<file path="src/rtl/console_pkg.sv">
// console_pkg
// Shared definitions for the UART text console controller: the control codes
// the console interprets, the sequencer state type and a character-class helper.
// No ports (package).

package console_pkg;

    localparam logic [7:0] CH_BS = 8'h08;
    localparam logic [7:0] CH_LF = 8'h0A;
    localparam logic [7:0] CH_FF = 8'h0C;
    localparam logic [7:0] CH_CR = 8'h0D;
    localparam logic [7:0] CH_SP = 8'h20;

    typedef enum logic [2:0] {
        ST_IDLE,
        ST_DECODE,
        ST_WRITE,
        ST_CLEAR_ROW,
        ST_CLEAR_ALL
    } console_state_t;

    // Printable ASCII range that is written straight to the framebuffer.
    function automatic logic is_printable(input logic [7:0] ch);
        return (ch >= 8'h20) && (ch <= 8'h7E);
    endfunction

endpackage

</file>
<file path="src/rtl/uart_text_console_ctrl_if.sv">
// uart_text_console_ctrl_if
// Bundles the byte-receive strobe and the framebuffer write request/grant port
// of the text console controller.
//   rx_data/rx_valid : received byte and its 1-cycle strobe (into the console)
//   wr_req/wr_grant  : framebuffer write request and its acceptance
//   wr_addr/wr_char  : framebuffer cell address (row*COLS+col) and character
// modport master : the console controller
// modport slave  : the UART receiver / framebuffer arbiter side

interface uart_text_console_ctrl_if #(
    parameter int COLS = 16,
    parameter int ROWS = 4
);
    localparam int ADDR_W = $clog2(ROWS * COLS);

    logic [7:0]        rx_data;
    logic              rx_valid;
    logic              wr_req;
    logic              wr_grant;
    logic [ADDR_W-1:0] wr_addr;
    logic [7:0]        wr_char;

    modport master (
        input  rx_data, rx_valid, wr_grant,
        output wr_req, wr_addr, wr_char
    );

    modport slave (
        output rx_data, rx_valid, wr_grant,
        input  wr_req, wr_addr, wr_char
    );

endinterface

</file>
<file path="src/rtl/console_byte_fifo.sv">
// console_byte_fifo
// Small synchronous byte FIFO between the UART receiver and the console sequencer.
//   clk, rst : clock, asynchronous active-high reset (empties the FIFO)
//   push/din : write din when push (ignored when full unless popping the same cycle)
//   pop/dout : dout shows the oldest entry; pop removes it (ignored when empty)
//   full/empty : occupancy flags
// DEPTH must be a power of two.

module console_byte_fifo #(
    parameter int DEPTH = 8
) (
    input  logic       clk,
    input  logic       rst,
    input  logic       push,
    input  logic       pop,
    input  logic [7:0] din,
    output logic [7:0] dout,
    output logic       full,
    output logic       empty
);
    localparam int PTR_W = $clog2(DEPTH);

    // Pointers carry one extra wrap bit so full and empty can be told apart.
    logic [PTR_W:0] wr_ptr;
    logic [PTR_W:0] rd_ptr;
    logic [7:0]     mem [DEPTH];
    logic           do_push;
    logic           do_pop;

    assign empty   = (wr_ptr == rd_ptr);
    assign full    = (wr_ptr[PTR_W] != rd_ptr[PTR_W]) &&
                     (wr_ptr[PTR_W-1:0] == rd_ptr[PTR_W-1:0]);
    assign do_pop  = pop && !empty;
    // A pop in the same cycle frees a slot, so a push into a full FIFO is still taken.
    assign do_push = push && (!full || do_pop);
    assign dout    = mem[rd_ptr[PTR_W-1:0]];

    always_ff @(posedge clk or posedge rst) begin
        if (rst) begin
            wr_ptr <= '0;
            rd_ptr <= '0;
        end else begin
            if (do_push) begin
                wr_ptr <= wr_ptr + 1'b1;
            end
            if (do_pop) begin
                rd_ptr <= rd_ptr + 1'b1;
            end
        end
    end

    always_ff @(posedge clk) begin
        if (do_push) begin
            mem[wr_ptr[PTR_W-1:0]] <= din;
        end
    end

endmodule

</file>
<file path="src/rtl/uart_text_console_ctrl.sv">
// uart_text_console_ctrl
// Turns a stream of received UART bytes into character writes for an OLED text
// framebuffer. Printable bytes are written at the cursor; BS, CR, LF and FF move
// the cursor and, for LF/FF (and wrapping past the last column), blank the new
// row or the whole screen. Writes go out over a req/grant port shared with the
// display refresh engine.
//   clk, rst      : clock, asynchronous active-high reset
//   bus (master)  : rx_data/rx_valid in, wr_req/wr_addr/wr_char out, wr_grant in
//   cursor_row/col: current text cursor
//   fifo_ovf      : 1-cycle pulse when a received byte was dropped (FIFO full)
//   busy          : sequencer active or bytes still queued

module uart_text_console_ctrl
    import console_pkg::*;
#(
    parameter int COLS       = 16,
    parameter int ROWS       = 4,
    parameter int FIFO_DEPTH = 8
) (
    input  logic                      clk,
    input  logic                      rst,
    uart_text_console_ctrl_if.master  bus,
    output logic [$clog2(ROWS)-1:0]   cursor_row,
    output logic [$clog2(COLS)-1:0]   cursor_col,
    output logic                      fifo_ovf,
    output logic                      busy
);
    localparam int ADDR_W = $clog2(ROWS * COLS);
    localparam int ROW_W  = $clog2(ROWS);
    localparam int COL_W  = $clog2(COLS);

    localparam logic [ROW_W-1:0]  LAST_ROW      = ROW_W'(ROWS - 1);
    localparam logic [COL_W-1:0]  LAST_COL      = COL_W'(COLS - 1);
    localparam logic [ADDR_W-1:0] LAST_ROW_CELL = ADDR_W'(COLS - 1);
    localparam logic [ADDR_W-1:0] LAST_CELL     = ADDR_W'(ROWS * COLS - 1);

    console_state_t    state;
    logic [7:0]        cur_byte;
    logic              advance;
    logic [ADDR_W-1:0] clr_cnt;
    logic [ROW_W-1:0]  next_row;

    logic [7:0] fifo_dout;
    logic       fifo_full;
    logic       fifo_empty;
    logic       fifo_pop;

    function automatic logic [ADDR_W-1:0] cell_addr(input logic [ROW_W-1:0] r,
                                                    input logic [COL_W-1:0] c);
        return ADDR_W'(r) * ADDR_W'(COLS) + ADDR_W'(c);
    endfunction

    console_byte_fifo #(
        .DEPTH (FIFO_DEPTH)
    ) u_fifo (
        .clk   (clk),
        .rst   (rst),
        .push  (bus.rx_valid),
        .pop   (fifo_pop),
        .din   (bus.rx_data),
        .dout  (fifo_dout),
        .full  (fifo_full),
        .empty (fifo_empty)
    );

    assign fifo_pop = (state == ST_IDLE) && !fifo_empty;
    // No scrolling: the row after the last one is row 0, which gets blanked.
    assign next_row = (cursor_row == LAST_ROW) ? '0 : cursor_row + 1'b1;
    assign busy     = (state != ST_IDLE) || !fifo_empty;

    // A byte is lost only if the FIFO is full and the sequencer is not draining it this cycle.
    always_ff @(posedge clk or posedge rst) begin
        if (rst) begin
            fifo_ovf <= 1'b0;
        end else begin
            fifo_ovf <= bus.rx_valid && fifo_full && !fifo_pop;
        end
    end

    // Sequencer: fetch a byte, decode it, then hold a write request (single write
    // or a run of blanking writes) until every write has been granted.
    // 'advance' remembers whether the pending single write moves the cursor on.
    always_ff @(posedge clk or posedge rst) begin
        if (rst) begin
            state       <= ST_IDLE;
            cur_byte    <= '0;
            advance     <= 1'b0;
            clr_cnt     <= '0;
            cursor_row  <= '0;
            cursor_col  <= '0;
            bus.wr_req  <= 1'b0;
            bus.wr_addr <= '0;
            bus.wr_char <= CH_SP;
        end else begin
            case (state)
                ST_IDLE: begin
                    if (!fifo_empty) begin
                        cur_byte <= fifo_dout;
                        state    <= ST_DECODE;
                    end
                end

                ST_DECODE: begin
                    if (is_printable(cur_byte)) begin
                        bus.wr_req  <= 1'b1;
                        bus.wr_addr <= cell_addr(cursor_row, cursor_col);
                        bus.wr_char <= cur_byte;
                        advance     <= 1'b1;
                        state       <= ST_WRITE;
                    end else begin
                        case (cur_byte)
                            CH_BS: begin
                                if (cursor_col != '0) begin
                                    cursor_col  <= cursor_col - 1'b1;
                                    bus.wr_req  <= 1'b1;
                                    bus.wr_addr <= cell_addr(cursor_row, cursor_col - 1'b1);
                                    bus.wr_char <= CH_SP;
                                    advance     <= 1'b0;
                                    state       <= ST_WRITE;
                                end else begin
                                    state <= ST_IDLE;
                                end
                            end
                            CH_CR: begin
                                cursor_col <= '0;
                                state      <= ST_IDLE;
                            end
                            CH_LF: begin
                                cursor_col  <= '0;
                                cursor_row  <= next_row;
                                bus.wr_req  <= 1'b1;
                                bus.wr_addr <= cell_addr(next_row, COL_W'(0));
                                bus.wr_char <= CH_SP;
                                clr_cnt     <= '0;
                                state       <= ST_CLEAR_ROW;
                            end
                            CH_FF: begin
                                cursor_col  <= '0;
                                cursor_row  <= '0;
                                bus.wr_req  <= 1'b1;
                                bus.wr_addr <= '0;
                                bus.wr_char <= CH_SP;
                                clr_cnt     <= '0;
                                state       <= ST_CLEAR_ALL;
                            end
                            default: begin
                                state <= ST_IDLE;
                            end
                        endcase
                    end
                end

                ST_WRITE: begin
                    if (bus.wr_grant) begin
                        if (advance && (cursor_col == LAST_COL)) begin
                            // Line wrap: request stays up and flows into blanking the new row.
                            cursor_col  <= '0;
                            cursor_row  <= next_row;
                            bus.wr_addr <= cell_addr(next_row, COL_W'(0));
                            bus.wr_char <= CH_SP;
                            clr_cnt     <= '0;
                            state       <= ST_CLEAR_ROW;
                        end else begin
                            if (advance) begin
                                cursor_col <= cursor_col + 1'b1;
                            end
                            bus.wr_req <= 1'b0;
                            state      <= ST_IDLE;
                        end
                    end
                end

                ST_CLEAR_ROW, ST_CLEAR_ALL: begin
                    if (bus.wr_grant) begin
                        if (clr_cnt == ((state == ST_CLEAR_ROW) ? LAST_ROW_CELL : LAST_CELL)) begin
                            bus.wr_req <= 1'b0;
                            state      <= ST_IDLE;
                        end else begin
                            clr_cnt     <= clr_cnt + 1'b1;
                            bus.wr_addr <= bus.wr_addr + 1'b1;
                        end
                    end
                end

                default: begin
                    bus.wr_req <= 1'b0;
                    state      <= ST_IDLE;
                end
            endcase
        end
    end

endmodule

</file>
<file path="src/flat_wrapper.sv">
// flat-port wrapper written by rule: the top's interface ports become plain ports
module uart_text_console_ctrl_flat import console_pkg::*;
#(
    parameter int COLS       = 16,
    parameter int ROWS       = 4,
    parameter int FIFO_DEPTH = 8
)
  (clk, rst, cursor_row, cursor_col, fifo_ovf, busy, bus_rx_data, bus_rx_valid, bus_wr_grant, bus_wr_req, bus_wr_addr, bus_wr_char);
  uart_text_console_ctrl_if #(.COLS(COLS), .ROWS(ROWS)) bus_i ();
  input  logic clk;
  input  logic rst;
  output logic [$clog2(ROWS)-1:0] cursor_row;
  output logic [$clog2(COLS)-1:0] cursor_col;
  output logic fifo_ovf;
  output logic busy;
  input wire logic [$bits(bus_i.rx_data)-1:0] bus_rx_data;
  input wire logic [$bits(bus_i.rx_valid)-1:0] bus_rx_valid;
  input wire logic [$bits(bus_i.wr_grant)-1:0] bus_wr_grant;
  output wire logic [$bits(bus_i.wr_req)-1:0] bus_wr_req;
  output wire logic [$bits(bus_i.wr_addr)-1:0] bus_wr_addr;
  output wire logic [$bits(bus_i.wr_char)-1:0] bus_wr_char;
  assign bus_i.rx_data = bus_rx_data;
  assign bus_i.rx_valid = bus_rx_valid;
  assign bus_i.wr_grant = bus_wr_grant;
  assign bus_wr_req = bus_i.wr_req;
  assign bus_wr_addr = bus_i.wr_addr;
  assign bus_wr_char = bus_i.wr_char;
  uart_text_console_ctrl #(.COLS(COLS), .ROWS(ROWS), .FIFO_DEPTH(FIFO_DEPTH)) u_core (.clk(clk), .rst(rst), .bus(bus_i), .cursor_row(cursor_row), .cursor_col(cursor_col), .fifo_ovf(fifo_ovf), .busy(busy));
endmodule
</file>
<file path="config.mk">
export PLATFORM = sky130hd
export DESIGN_NAME = uart_text_console_ctrl_flat
export DESIGN_NICKNAME = d
export VERILOG_FILES = /design/src/rtl/console_pkg.sv /design/src/rtl/uart_text_console_ctrl_if.sv /design/src/rtl/console_byte_fifo.sv /design/src/rtl/uart_text_console_ctrl.sv /design/src/flat_wrapper.sv
export SDC_FILE = /design/constraint.sdc
export NUM_CORES = 1
export LEC_CHECK = 0
export BUFFER_PORTS_ARGS = -buffer_cell sky130_fd_sc_hd__buf_2
export CORE_ASPECT_RATIO = 0.75
export CORE_MARGIN = 2
export CORE_UTILIZATION = 55
export DETAILED_ROUTE_END_ITERATION = 8
export PLACE_DENSITY = 0.76
export SYNTH_ARGS = -nofsm -noshare
export SYNTH_HDL_FRONTEND = slang
export SYNTH_SLANG_ARGS = --single-unit
export TNS_END_PERCENT = 100
</file>
<file path="constraint.sdc">
create_clock -name clk -period 2.5 [get_ports clk]
set_clock_uncertainty 0.15 [all_clocks]
set_input_delay 0.25 -clock clk [delete_from_list [all_inputs] [get_ports clk]]
set_output_delay 0.25 -clock clk [all_outputs]
set_load 0.1 [all_outputs]
</file>
Word level (Yosys, flattened, before mapping)
Memory sizes are Yosys's and may differ from the RTL's. A register that Yosys moved wholly into a read port is not among the register bits.
Index checks and enable logic that the tools add are counted.
{"block": "word_totals", "reg_bits": 40, "ramBits": 64, "memories": 1}
{"name": "u_core.u_fifo.mem", "words": 8, "word_bits": 8, "rd": 1, "rd_clocked_by_memory_dff": 1, "write_ports": 1, "line": "console_byte_fifo.sv:26", "rtl": "logic [7:0] mem [DEPTH];"}
{"block": "classes", "add_sub_neg": 9, "n_lt_le_gt_ge": 2, "eq_ne": 30, "n_mux": 57, "bitwise_logic": 2, "reduce_logical": 32}
{"cell": "6-bit 2-to-1 mux", "count": 13}
{"cell": "6-bit case mux with 3 select lines", "count": 3}
{"cell": "8-bit by 4-bit == test with 1-bit output (second input constant)", "count": 4}
{"cell": "8-bit 2-to-1 mux", "count": 4}
{"cell": "8-bit case mux with 2 select lines", "count": 2}
{"cell": "7-bit AND reduction", "count": 3}
{"cell": "4-bit 2-to-1 mux", "count": 5}
{"cell": "4-bit case mux with 2 select lines", "count": 2}
{"cell": "3-bit 2-to-1 mux", "count": 5}
{"cell": "2-bit != test (second input constant)", "count": 7}
{"cell": "4-bit by 1-bit adder with 4-bit output (second input constant)", "count": 3}
{"cell": "6-bit by 1-bit adder with 6-bit output (second input constant)", "count": 2}
{"cell": "6-bit by 4-bit adder with 6-bit output", "count": 2}
{"cell": "2-bit 2-to-1 mux", "count": 6}
{"cell": "3-bit case mux with 4 select lines", "count": 1}
{"cell": "1-bit 2-to-1 mux", "count": 11}
{"cell": "5-bit AND reduction", "count": 2}
{"cell": "3-bit case mux with 3 select lines", "count": 1}
{"cell": "8-bit by 6-bit >= comparator with 1-bit output (second input constant)", "count": 1}
{"cell": "8-bit by 7-bit <= comparator with 1-bit output (second input constant)", "count": 1}
{"cell": "1-bit logical AND", "count": 8}
{"cell": "4-bit by 2-bit != test with 1-bit output (second input constant)", "count": 2}
{"cell": "2-bit case mux with 2 select lines", "count": 2}
{"cell": "3-bit by 2-bit == test with 1-bit output (second input constant)", "count": 2}
{"cell": "29 further kinds", "count": 40}

Logic depth before layout (Yosys ltp)
{"block": "logic_depth", "ltp_word": 8, "ltp_mapped": 7, "depth_no_buf": 7}

Hierarchy
Synthesis repeated with hierarchy kept, for this count alone.
{"block": "unflattened", "cells_unflattened": 443, "hier_area_um2": 5659.2}
{"mod": "console_byte_fifo", "n_inst": 1, "cells_each": 152, "area_per_inst_um2": 2987.9, "seq_area_each_um2": 2122.0}
{"mod": "uart_text_console_ctrl", "n_inst": 1, "cells_each": 291, "area_per_inst_um2": 2671.3, "seq_area_each_um2": 1002.2}

Least setup slack after synthesis
No wires, ideal clock.
{"block": "synth_timing", "path_kind": "register -> register", "startpoint": "register u_core.cursor_col[1]", "endpoint": "register u_core.clr_cnt[2]", "setup_ns": 0.121, "t_arrival_ns": 2.668, "t_required_ns": 2.229, "slack_ns": -0.439, "stages_incl_launch_ff": 7, "path_buffers": 0, "synth_period_minus_slack_ns": 2.939, "cell_sequence": "dfrtp_1 > ha_1 > and4_2 > nand3_1 > a222oi_1 > o21ai_1 > a22o_1"}
{"block": "synth_via", "elab_chain_len": 4}
{"element": "start: declaration", "line": "uart_text_console_ctrl.sv:24", "rtl": "output logic [$clog2(COLS)-1:0] cursor_col,"}
{"element": "start signal: assignment", "line": "uart_text_console_ctrl.sv:114", "rtl": "cursor_col <= cursor_col - 1'b1;"}
{"element": "start signal: assignment", "line": "uart_text_console_ctrl.sv:165", "rtl": "cursor_col <= cursor_col + 1'b1;"}
{"element": "4-bit == test", "line": "uart_text_console_ctrl.sv:155", "rtl": "if (advance && (cursor_col == LAST_COL)) begin"}
{"element": "1-bit logical AND", "line": "uart_text_console_ctrl.sv:155"}
{"element": "2-bit by 1-bit != test with 1-bit output (no source line)"}
{"element": "7-bit AND reduction (no source line)"}
{"element": "end signal: assignment", "line": "uart_text_console_ctrl.sv:179", "rtl": "clr_cnt <= clr_cnt + 1'b1;"}
{"element": "end: declaration", "line": "uart_text_console_ctrl.sv:40", "rtl": "logic [ADDR_W-1:0] clr_cnt;"}
Every way passes these cells.
A chain may end at the register's enable or synchronous reset.

Worst setup path in the final report
{"block": "layout_timing", "startpoint": "register u_core.cur_byte[7] (read register of u_core.u_fifo.mem)", "endpoint": "register u_core.clr_cnt[2]"}
{"block": "layout_via", "elab_chain_len": 4, "elab_cells_between_ends": 9}
{"element": "start: declaration", "line": "uart_text_console_ctrl.sv:38", "rtl": "logic [7:0] cur_byte;"}
{"element": "8-bit by 6-bit >= comparator with 1-bit output, or another cell as far along", "line": "console_pkg.sv:24", "rtl": "return (ch >= 8'h20) && (ch <= 8'h7E);"}
{"element": "1-bit logical AND / 2-bit OR reduction (equally long branches)"}
{"element": "2-bit != test (no source line)"}
{"element": "7-bit AND reduction (no source line) *"}
Mark *: on every way between the ends. The rest lies on a longest branch, timed or not.

==> impl_summary.md <==
STA
For the final routed database, the setup TNS stands at 0 ns. The number of pins exceeding their max-slew limit in the final report is 0. Setup repair after global routing left no endpoint under its margin. The final cycle utilization of the critical path is 0.980.

The clock period could shrink to 2.45 ns. The final-report hold violation count came to 0. The relative slew slack is 0.553. The number of setup violations in the final report is 0.

The highest achievable clock rate is just over 400 MHz. At the pin with the least slew margin, the transition time is 0.670 ns.

Critical path
The required time of the worst setup path is about 2.6 ns. Across all register-to-register paths, the minimum setup slack is 0.05 ns. The critical path endpoint category is a flip-flop. The cell family with the largest share of critical-path delay is simple AND/OR/NAND/NOR gates. The endpoint identified for the worst register-to-register timing path is u_core.clr_cnt[2]. The worst-case reg-to-reg path depth is 6. On the critical path, the stage with the largest delay is an instance of or4b_4. The delay of the slowest cell on the worst path is roughly 0.59 ns. The number of buffers and inverters on the critical path is 1. Along the worst path, the maximum fanout reaches 9.

The worst register-to-register path begins at u_core.cur_byte[7]. STA classifies the critical path startpoint as a flip-flop. Data on the critical path arrives at its endpoint at ~2.6 ns. The class of the most critical setup path is reg2reg. The critical path goes through or4b_4, or3_4, a222oi_1, buf_4, and2_1, a22o_1.

Drt
The number of nets still failing antenna checks after routing is 0. The total number of vias is about 3700. In the routed layout, each cell is associated on average with a via count of a little under 6.

The DRC violation count after routing is 0. The per-cell routed wire length is between 15 and 20 microns. The iteration count of the initial detailed-routing pass is 5.

Summed over all layers, the routed wires come to 11500 microns. In this run, the number of DRC markers left after iteration 0 of detailed routing was around 370.

Hold path
The worst hold path begins at bus_rx_data[2]. The tightest min-delay check is of the in2reg type. The instance count along the most critical hold path is 1. For hold timing, the worst endpoint is u_core.u_fifo.mem[6][2].

Clock tree
The library cell used as clock root buffer is clkbuf_16. The clock transition at the register clock pins on the worst setup and hold paths after CTS is 0.08 ns. The TritonCTS clock tree is built. The number of clock buffers inserted by TritonCTS is 9. The number of clock sinks is around 110. The H-tree depth reported by CTS is 3. The longest clock path from root to sink contains 2 buffers. The clock network latency to the later pin of the worst-skew pair is about 0.36 ns.

Power and ir drop
Of the total power, the share spent switching nets is 0.453. The share of total power dissipated in the clock network is 0.173. The power share of the sequential group is 0.326.

The maximum ir drop on the vdd rail is around 1.1 mV. In this run the static leakage power is 2.49 nW. The areal power density over the cells is 1410 nW/um^2.

The net load switching power is around 0.004 W. The portion of total power attributed to combinational logic is 0.501. The internal power of the cells totals 0.00485 W. Summing internal, switching and leakage power gives between 0.008 and 0.009 W.

Synthesis
The netlist area before placement is around 5400 sq um. The share of synthesized registers carrying an async set or reset is 0.429. The post-synthesis net count is 441. The mean area per synthesized cell is approximately 13 sq um. Yosys mapped a number of flops with a built-in enable equal to 64. Synthesis inferred roughly 110 register bits.

For this run, the register share of the synthesized area comes to 0.582. After technology mapping, the gate count stands at ~420. The distinct cell type count of the synthesized netlist is between 60 and 70. The primary flip-flop cell chosen by synthesis mapping is edfxtp_1.

During synthesis, Yosys emitted a total of 0 warnings.

Floorplanning
The floorplan has 31 rows. For this design the top-level I/O count stands at 35. The die is slightly below 90 microns tall. The die covers between 10000 and 15000 sq um. The effective utilization at floorplan is 0.560.

The die width is between 100 and 150 microns. After floorplanning, the core was sized to cover ~9600 sq um.

Final layout
The area taken by flip-flops and latches is roughly 3100 sq um. The repair_antennas step left the layout with diodes totalling 0. Counting the fill cells in the layout gives around 700. Summing all multi-input logic gate instances after layout gives between 2000 and 2500 sq um. The area of all placed cells without fillers is roughly 6300 sq um. The fraction of layout cells with a size suffix above 1 is 0.276. The finished layout holds roughly 630 standard cells, fillers aside. The number of nets in the layout is approximately 510. Compared with the post-synthesis result, the final layout area differs by 17.3%.

Place
Once detailed placement completed, the half-perimeter wirelength came to 8090 microns. The placed instance area is about 5900 sq um. Input and output buffers added on the ports amount to 34. Routability-driven placement finished with a final weighted congestion of 0.888. The number of placed instances, taps included is 601.

Global route
The number of antenna violations at the first check in global routing came to 0. The remaining global-route overflow is 0. The pin count of the biggest net entering global routing is 23. The via count of the first global-routing pass is 3360.

The wire length of the first global-routing pass is 18400 microns. For this run, the total global-route usage over all layers was measured as 0.231.

Flow run
Across the run, the number of max-cap violations was 0.

Status
The run finished with clean final reports.
worst reg2reg max path, stage by stage, from the launching register on:
cell,delay (ns)
dfrtp_1,0.43
or4b_4,0.59
or3_4,0.38
a222oi_1,0.28
buf_4,0.21
and2_1,0.20
a22o_1,0.15
how the worst max path moves through the flow:
stage	from	depth (start not counted)	slack (ns)	end
final	u_core.cur_byte[7]	6	0.05	u_core.clr_cnt[2]
after global routing	u_core.cur_byte[7]	5	0.001	u_core.bus.wr_addr[0]
after global placement	u_core.cur_byte[0]	6	0.09	u_core.cursor_col[2]
after CTS	u_core.cur_byte[7]	5	0.07	u_core.bus.wr_char[5]
after detailed placement	u_core.cur_byte[7]	5	0.08	u_core.bus.wr_char[5]
after floorplan	u_core.cursor_col[1]	6	0.005	u_core.clr_cnt[4]
layer usage:
metal,up-vias,GRT usage,wire length (microns)
met1,1798,0.358,5550
met2,130,0.321,4970
met3,8,0.0625,840
li1,1717,-,-
met5,-,0,0
met4,0,0.0646,107
synthesized netlist by cell type (all sizes together) (5+ instances only):
cell / count / area, sq um
a21oi: 13 / 65.1
buf: 5 / 21.3
clkbuf: 16 / 70.1
dfrtp: 47 / 1180
edfxtp: 64 / 1920
ha: 8 / 100
inv: 18 / 67.6
mux2: 6 / 67.6
mux2i: 15 / 150
mux4: 17 / 383
nand2: 34 / 135
nand2b: 9 / 56.3
nand3: 14 / 70.1
nor2: 21 / 78.8
nor3: 11 / 55.1
o21ai: 24 / 120
xnor2: 10 / 87.6
xor2: 5 / 43.8
layout by cell type (no fill, tap or decap), drive strengths merged, types with 4 or more instances in the layout:
cell type	count
mux2i	15
nand2b	9
dfrtp	47
mux2	6
nor3b	4
xnor2	10
nor2	21
nor3	11
and3	4
mux4	17
o21ai	24
nand2	34
buf	74
nand3	14
a21oi	13
edfxtp	64
inv	21
o31ai	4
ha	8
clkbuf	9
xor2	5
a22o	4
o2bb2ai	4
and2	4
and2b	4
through the flow:
step	worst slack, ns	hold WS (ns)	util
6_report	0.0505	0.0123	0.657
2_1_floorplan	0.00532	0.199	-
4_1_cts	0.0746	0.00877	0.652
3_5_place_dp	0.0827	0.0315	0.614
3_3_place_gp	0.0873	0.0255	0.614
5_1_grt	0.00148	0.0101	0.657
power by group through the flow:
stage / Clock (W) / Sequential, W / Combinational (W)
final: 0.00153 / 0.00289 / 0.00444
after global routing: 0.00164 / 0.00296 / 0.00479
after CTS: 0.00155 / 0.00288 / 0.00435
after detailed placement: 0 / 0.00292 / 0.00433
after global placement: 0 / 0.00287 / 0.00426
after floorplan: 0 / 0.00384 / 0.00233
layout make-up:
| type | instances | area share |
|---|---|---|
| multi-input combinational | 270 | 0.333 |
| inverter | 18 | 0.0107 |
| sequential | 112 | 0.499 |
| clock buffer | 9 | 0.0358 |
| tap | 132 | 0.0262 |
| timing repair buffer | 77 | 0.0795 |
| clock inverter | 7 | 0.0163 |
cell families after synthesis:
logic type / share of synthesized area
AND/OR/NAND/NOR: 0.128
flip-flops: 0.582
AO/OA/AOI/OAI: 0.105
buffers and inverters: 0.0296
multiplexers: 0.112
XOR/XNOR: 0.0245
adder cells (fa/ha/maj): 0.0187
registers in the layout (all words and copies together), names as in the netlist:
name                  cells
u_core.advance            1
u_core.cursor_col         4
u_core.cursor_row         2
u_core.bus.wr_req         1
u_core.fifo_ovf           1
u_core.cur_byte           8
u_core.bus.wr_char        8
u_core.u_fifo.mem        64
u_core.u_fifo.rd_ptr      4
u_core.state              3
u_core.bus.wr_addr        6
u_core.u_fifo.wr_ptr      4
u_core.clr_cnt            6
repair_timing:
item                       CTS  global route
resized for setup            0             4
hold endpoints to repair    48             0
setup endpoints to repair    0             9
hold buffers                 3             0
buffers inserted             0             5
Power figures use the tool's default switching activity.
